--- config.mk ---
export PLATFORM = sky130hd
export DESIGN_NAME = wshb_sdram_arbiter
export DESIGN_NICKNAME = d
export VERILOG_FILES = /design/src/rtl/wshb_sdram_arbiter.sv
export SDC_FILE = /design/constraint.sdc
export NUM_CORES = 1
export LEC_CHECK = 0
export CORE_AREA = 3 3 122 124
export CTS_CLUSTER_SIZE = 30
export DETAILED_ROUTE_END_ITERATION = 6
export DIE_AREA = 0 0 125 127
export PLACE_DENSITY = 0.54
export SKIP_LAST_GASP = 1
export SYNTH_ARGS = -nofsm -noshare
export SYNTH_HDL_FRONTEND = slang
export SYNTH_SLANG_ARGS = --single-unit
--- constraint.sdc ---
create_clock -name sys_clk -period 3.8 [get_ports sys_clk]
set_input_delay 0.57 -clock sys_clk [delete_from_list [all_inputs] [get_ports sys_clk]]
set_output_delay 0.57 -clock sys_clk [all_outputs]
set_load 0.01 [all_outputs]
--- src/rtl/wshb_sdram_arbiter.sv ---
// Two-master Wishbone arbiter that shares one SDRAM slave port. Ownership is
// round-robin, bursts are never split, and a watchdog aborts a stalled owner.
module wshb_sdram_arbiter #(
  parameter int DATA_BYTES = 4,
  parameter int ADDR_W     = 32,
  parameter int TIMEOUT    = 255
) (
  input  logic                    sys_clk,
  input  logic                    sys_rst,
  input  logic                    m0_cyc,
  input  logic                    m0_stb,
  input  logic                    m0_we,
  input  logic [ADDR_W-1:0]       m0_adr,
  input  logic [8*DATA_BYTES-1:0] m0_dat_ms,
  input  logic [DATA_BYTES-1:0]   m0_sel,
  output logic [8*DATA_BYTES-1:0] m0_dat_sm,
  output logic                    m0_ack,
  output logic                    m0_err,
  input  logic                    m1_cyc,
  input  logic                    m1_stb,
  input  logic                    m1_we,
  input  logic [ADDR_W-1:0]       m1_adr,
  input  logic [8*DATA_BYTES-1:0] m1_dat_ms,
  input  logic [DATA_BYTES-1:0]   m1_sel,
  output logic [8*DATA_BYTES-1:0] m1_dat_sm,
  output logic                    m1_ack,
  output logic                    m1_err,
  output logic                    s_cyc,
  output logic                    s_stb,
  output logic                    s_we,
  output logic [ADDR_W-1:0]       s_adr,
  output logic [8*DATA_BYTES-1:0] s_dat_ms,
  output logic [DATA_BYTES-1:0]   s_sel,
  input  logic [8*DATA_BYTES-1:0] s_dat_sm,
  input  logic                    s_ack,
  input  logic                    s_err,
  output logic [1:0]              grant
);

  localparam int CW = $clog2(TIMEOUT + 1);

  typedef enum logic [1:0] {IDLE, GNT0, GNT1} state_t;

  state_t          state, state_nxt;
  logic            last;
  logic [CW-1:0]   cnt, cnt_nxt;
  logic            own_cyc, own_stb, timeout, active;

  // Handshake: a beat completes when the owner holds cyc&stb and the slave
  // answers with ack or err in the same cycle; only the owner sees ack/err.
  always_comb begin
    own_cyc = 1'b0;
    own_stb = 1'b0;
    if (state == GNT0) begin
      own_cyc = m0_cyc;
      own_stb = m0_stb;
    end else if (state == GNT1) begin
      own_cyc = m1_cyc;
      own_stb = m1_stb;
    end
    // A slave ack/err in the boundary cycle wins over the watchdog.
    timeout = (state != IDLE) && own_stb && !s_ack && !s_err &&
              (cnt == CW'(TIMEOUT));
  end

  always_comb begin
    state_nxt = state;
    case (state)
      IDLE: begin
        if (m0_cyc && m1_cyc) state_nxt = last ? GNT0 : GNT1;
        else if (m0_cyc)      state_nxt = GNT0;
        else if (m1_cyc)      state_nxt = GNT1;
      end
      GNT0: begin
        if (!(m0_cyc && !timeout)) state_nxt = m1_cyc ? GNT1 : IDLE;
      end
      GNT1: begin
        if (!(m1_cyc && !timeout)) state_nxt = m0_cyc ? GNT0 : IDLE;
      end
      default: state_nxt = IDLE;
    endcase
  end

  always_comb begin
    cnt_nxt = cnt + 1'b1;
    if (state == IDLE || state_nxt != state || !own_stb || s_ack || s_err)
      cnt_nxt = '0;
  end

  always_ff @(posedge sys_clk) begin
    if (sys_rst) begin
      state <= IDLE;
      last  <= 1'b1;
      cnt   <= '0;
    end else begin
      state <= state_nxt;
      cnt   <= cnt_nxt;
      if (state != IDLE && state_nxt != state) last <= (state == GNT1);
    end
  end

  assign grant  = {state == GNT1, state == GNT0};
  // Outputs are gated by reset so nothing reaches the slave or masters mid-reset.
  assign active = !sys_rst && (state != IDLE);

  always_comb begin
    s_cyc    = active && own_cyc && !timeout;
    s_stb    = active && own_stb && !timeout;
    s_we     = (state == GNT1) ? m1_we     : m0_we;
    s_adr    = (state == GNT1) ? m1_adr    : m0_adr;
    s_dat_ms = (state == GNT1) ? m1_dat_ms : m0_dat_ms;
    s_sel    = (state == GNT1) ? m1_sel    : m0_sel;
    m0_ack   = !sys_rst && (state == GNT0) && s_ack;
    m1_ack   = !sys_rst && (state == GNT1) && s_ack;
    m0_err   = !sys_rst && (state == GNT0) && (s_err || timeout);
    m1_err   = !sys_rst && (state == GNT1) && (s_err || timeout);
  end

  assign m0_dat_sm = s_dat_sm;
  assign m1_dat_sm = s_dat_sm;

endmodule

Word level (Yosys, flattened, before mapping) --
Cells that the tools add are included.
Cells by class: eq/ne operators 4, reductions and logical operators 32, multiplexer cells 17, add/subtract/negate cells 1
Operators by type and width (count):
- $mux W32 | 2
- $logic_and A1 B1 Y1 | 19
- $mux W2 | 7
- $add A8 B1 Y8 const B | 1
- $eq A8 B8 Y1 const B | 1
- $mux W1 | 6
- $pmux W2 S3 | 1
- $logic_not A1 Y1 | 5
- $logic_or A1 B1 Y1 | 5
- $mux W4 | 1
- $eq A2 B1 Y1 const B | 1
- $eq A2 B2 Y1 const B | 1
- $logic_not A2 Y1 | 1
- $ne A2 B2 Y1 | 1
- $reduce_bool A2 Y1 | 1
- $reduce_or A2 Y1 | 1
Word-level totals: register bits after elaboration 11, input port bits 178, output and inout bits 141

Longest topological paths before layout --
depth in word-level cells 17, depth in mapped cells 7, gate-level depth less buffers 5

Worst setup path after synthesis --
Ideal clock, no wire load.
path kind input port to output port, start in s_err, end out m0_err, buffers on the path 0, data required time 3230 ps, arrival 1618 ps, slack 1612 ps, stages on the path 4, cell sequence or2_2 a2111oi_4 nor2_1 nor3_1
Between the ends: cells in the longest elaborated chain, start to end 5
RTL lines:
- start, declared | RTL line 36 | input logic s_err,
- $logic_not A1 Y1 | RTL line 62 | timeout = (state != IDLE) && own_stb && !s_ack && !s_err &&
- $logic_and A1 B1 Y1 (2 in a row) | RTL line 62
- $logic_or A1 B1 Y1 * | RTL line 115 | m0_err = !sys_rst && (state == GNT0) && (s_err || timeout);
- $logic_and A1 B1 Y1 * | RTL line 115
- end, declared | RTL line 18 | output logic m0_err,
Every way passes the cells marked *; elsewhere a longest branch is shown, timed or not.

Worst setup path after layout --
start in s_ack, end out m0_err
Between the ends: cells in the longest elaborated chain, start to end 6
RTL lines:
- start, declared | RTL line 35 | input logic s_ack,
- $logic_not A1 Y1 | RTL line 62
- $logic_and A1 B1 Y1 (3 in a row) | RTL line 62
- $logic_or A1 B1 Y1 | RTL line 115
- $logic_and A1 B1 Y1 | RTL line 115
Every way passes these cells.

==> flow_metrics.tcl <==
set metrics [dict create \
    synthCells 368 \
    ctsResizeCount 0 \
    worstHoldStart "cnt[0]" \
    overflow 0 \
    cts_made_buffers 3 \
    r2r_end "cnt[3]" \
    rows 43 \
    max_freq_mhz 330.2 \
    area_growth_pct 99.26 \
    pre_cts_ws_ns 0.7567 \
    cp_slowest_stage_delay_ns 0.58 \
    cp-end-kind "output pin" \
    netlist_area_um2 2024 \
    drive_above_1_share 0.03107 \
    r2r_cells 5 \
    maxCapViolations 0 \
    slowest_stage "clkdlybuf4s50_1" \
    gp_congestion 0.8529 \
    final_util 0.2906 \
    placed_area_um2 3954 \
    hp-class "reg -> reg" \
    min_path_cells 1 \
    cp_max_fo 3 \
    first_iter_violations 46 \
    final_antenna_net_count 0 \
    drt_wl_total_um 9035 \
    wl_per_cell_um 13.00 \
    die-area_um2 15880 \
    synth_top_area_share 0.3875 \
    yosys_warnings 0 \
    firstDrtPassIters 5 \
    path_cells "clkdlybuf4s50_1 > or2_2 > a2111oi_4 > nor2_1 > nor3_1 > clkdlybuf4s50_1" \
    die_h_um 127 \
    place_inst 691 \
    grt_setup_unrepaired "no" \
    cts.path.max_buffers 2 \
    slew_viol_final 0 \
    grt.total_usage 0.1021 \
    min_period_ns 3.029 \
    clockRootBuffer "clkbuf_16" \
    stdcell_area_um2 4034 \
    crit_required_ns 3.23 \
    layout_common_cells "clkdlybuf4s50_1, nand2_1, nor3_1, dfxtp_1, nor2_1" \
    cts_tree "done" \
    yosysUniqueCellTypes 34 \
    pin_count 319 \
    coreArea_um2 13880 \
    worst_path_most_repeated_cell "clkdlybuf4s50_1" \
    cts_setup_buffers 0 \
    grt_max_degree 73 \
    routed_via_density 3.928 \
    route.detailed.drc 0 \
    start_util 0.1458 \
    worstHoldEndpoint "cnt[0]" \
    layout_commonest_cell "clkdlybuf4s50_1" \
    die_w_um 125 \
    slew_headroom 0.5006 \
    skew_ns 0.0007551 \
    r2r_setup_slack_ns 1.74 \
    synthTopCellsByArea "nand2_1, buf_4, dfxtp_1, nor3_1, clkbuf_1" \
    dp_hpwl_um 7558 \
    final-hold-violation-count 0 \
    syn-num-nets 547 \
    syn_avg_cell_area_um2 5.501 \
    vias 2730 \
    finalNonFillerCells 695 \
    startpoint_type "primary input" \
    n_antenna_cell 0 \
    tightestPinTransition_ns 0.7491 \
    p_per_area_nw_per_um2 191.1 \
    status "finished clean" \
    port_buffers 222 \
    setup_viol_count_final 0 \
    ys_seq_area_frac 0.1088 \
    cts.sinks 11 \
    synth_largest_area_cell "nand2_1" \
    setup_tns_ns 0 \
    crit_arrival_ns 2.46 \
    antenna_found_initial 0 \
    setup_ws_ns 0.7712 \
    p_leak_nw 1.764 \
    power_mw 0.7708 \
    insertion_delay_ns 0.24 \
    post-route-period-util 0.7971 \
    r2r-start "state[0]" \
    postCtsHoldBufs 0 \
    clkTransAtPathRegs_ns 0.04 \
    fin_hold_ws_ns 0.4627 \
    synth_seq_cells 11 \
    grt_pass1_wl_um 13420 \
    path_class "in -> out" \
    htreeDepth 1 \
    ir_drop_mv 0.1033 \
    grt_pass1_vias 2682 \
    nNetsFinal 695 \
]
report_power, final:
group / leakage [nW] / total [mW] / switching (mW) / internal (mW)
Combinational: 1.63 / 0.454 / 0.168 / 0.287
Sequential: 0.0892 / 0.125 / 0.00608 / 0.119
Clock: 0.0409 / 0.192 / 0.0526 / 0.139
flip-flops by register name, indices dropped and copies added, names as in the netlist:
name   cells
state      2
last       1
cnt        8
final cells by class:
cell class | instances | area [um2]
Fill cell | 1504 | 9847
Timing Repair Buffer | 225 | 2257
Multi-Input combinational cell | 270 | 1232
Tap cell | 180 | 225.2
Sequential cell | 11 | 220.2
Clock buffer | 3 | 75.07
Inverter | 5 | 18.77
Clock inverter | 1 | 5.005
critical path, delay by kind of cell:
kind	cells	cell delay [ns]
buffers and inverters	2	1.05
AND/OR/NAND/NOR	3	0.61
AO/OA/AOI/OAI	1	0.23
worst max-delay path by stage:
stage / from / end / slack [ns] / cells past startpoint
finish: s_ack / m0_err / 0.77 / 6
detailed placement: s_ack / m0_err / 0.76 / 6
global route: s_ack / m0_err / 0.66 / 6
CTS: s_ack / m0_err / 0.74 / 6
global placement: s_ack / m1_err / 0.79 / 6
floorplan: s_err / m0_err / 1.61 / 4
cell families (layout without fill, tap and decap cells):
| family | after synthesis | in the layout | share of synthesized area |
|---|---|---|---|
| AOI/OAI and AO/OA | 14 | 14 | 0.05748 |
| xor gates and xnor gates | 6 | 6 | 0.02596 |
| adders and majority gates | 1 | 1 | 0.006179 |
| buffers and inverters | 87 | 234 | 0.2837 |
| DFF | 11 | 11 | 0.1088 |
| muxes | 3 | 3 | 0.01483 |
| and+or+nand+nor | 246 | 246 | 0.5031 |
Yosys cell counts:
cell,number
nand2_1,209
xnor2_1,3
a21o_1,1
nand3b_2,1
dfxtp_1,11
inv_1,4
buf_4,66
ha_1,1
inv_2,1
nor3b_1,1
nor2_1,6
a211oi_1,3
or2_2,1
o21ai_0,1
nand2b_1,2
nand3b_4,1
a21oi_1,2
o21ai_1,2
a2111oi_4,1
nor3_1,11
buf_1,2
o311ai_1,1
o211ai_1,1
mux2i_1,3
o311a_1,1
nand4_2,1
and3_1,3
nand3_1,4
and3_2,1
a22oi_1,1
nand3b_1,4
xor2_1,3
and4_2,1
clkbuf_1,14
layer usage:
metal,global-route usage,up-vias,routed length (um)
met1,0.1066,1140,3190
met5,0,-,0
met3,0.05184,25,1292
li1,-,1371,-
met4,0.02806,0,192
met2,0.1816,194,4361
Power figures use the tool's default switching activity.
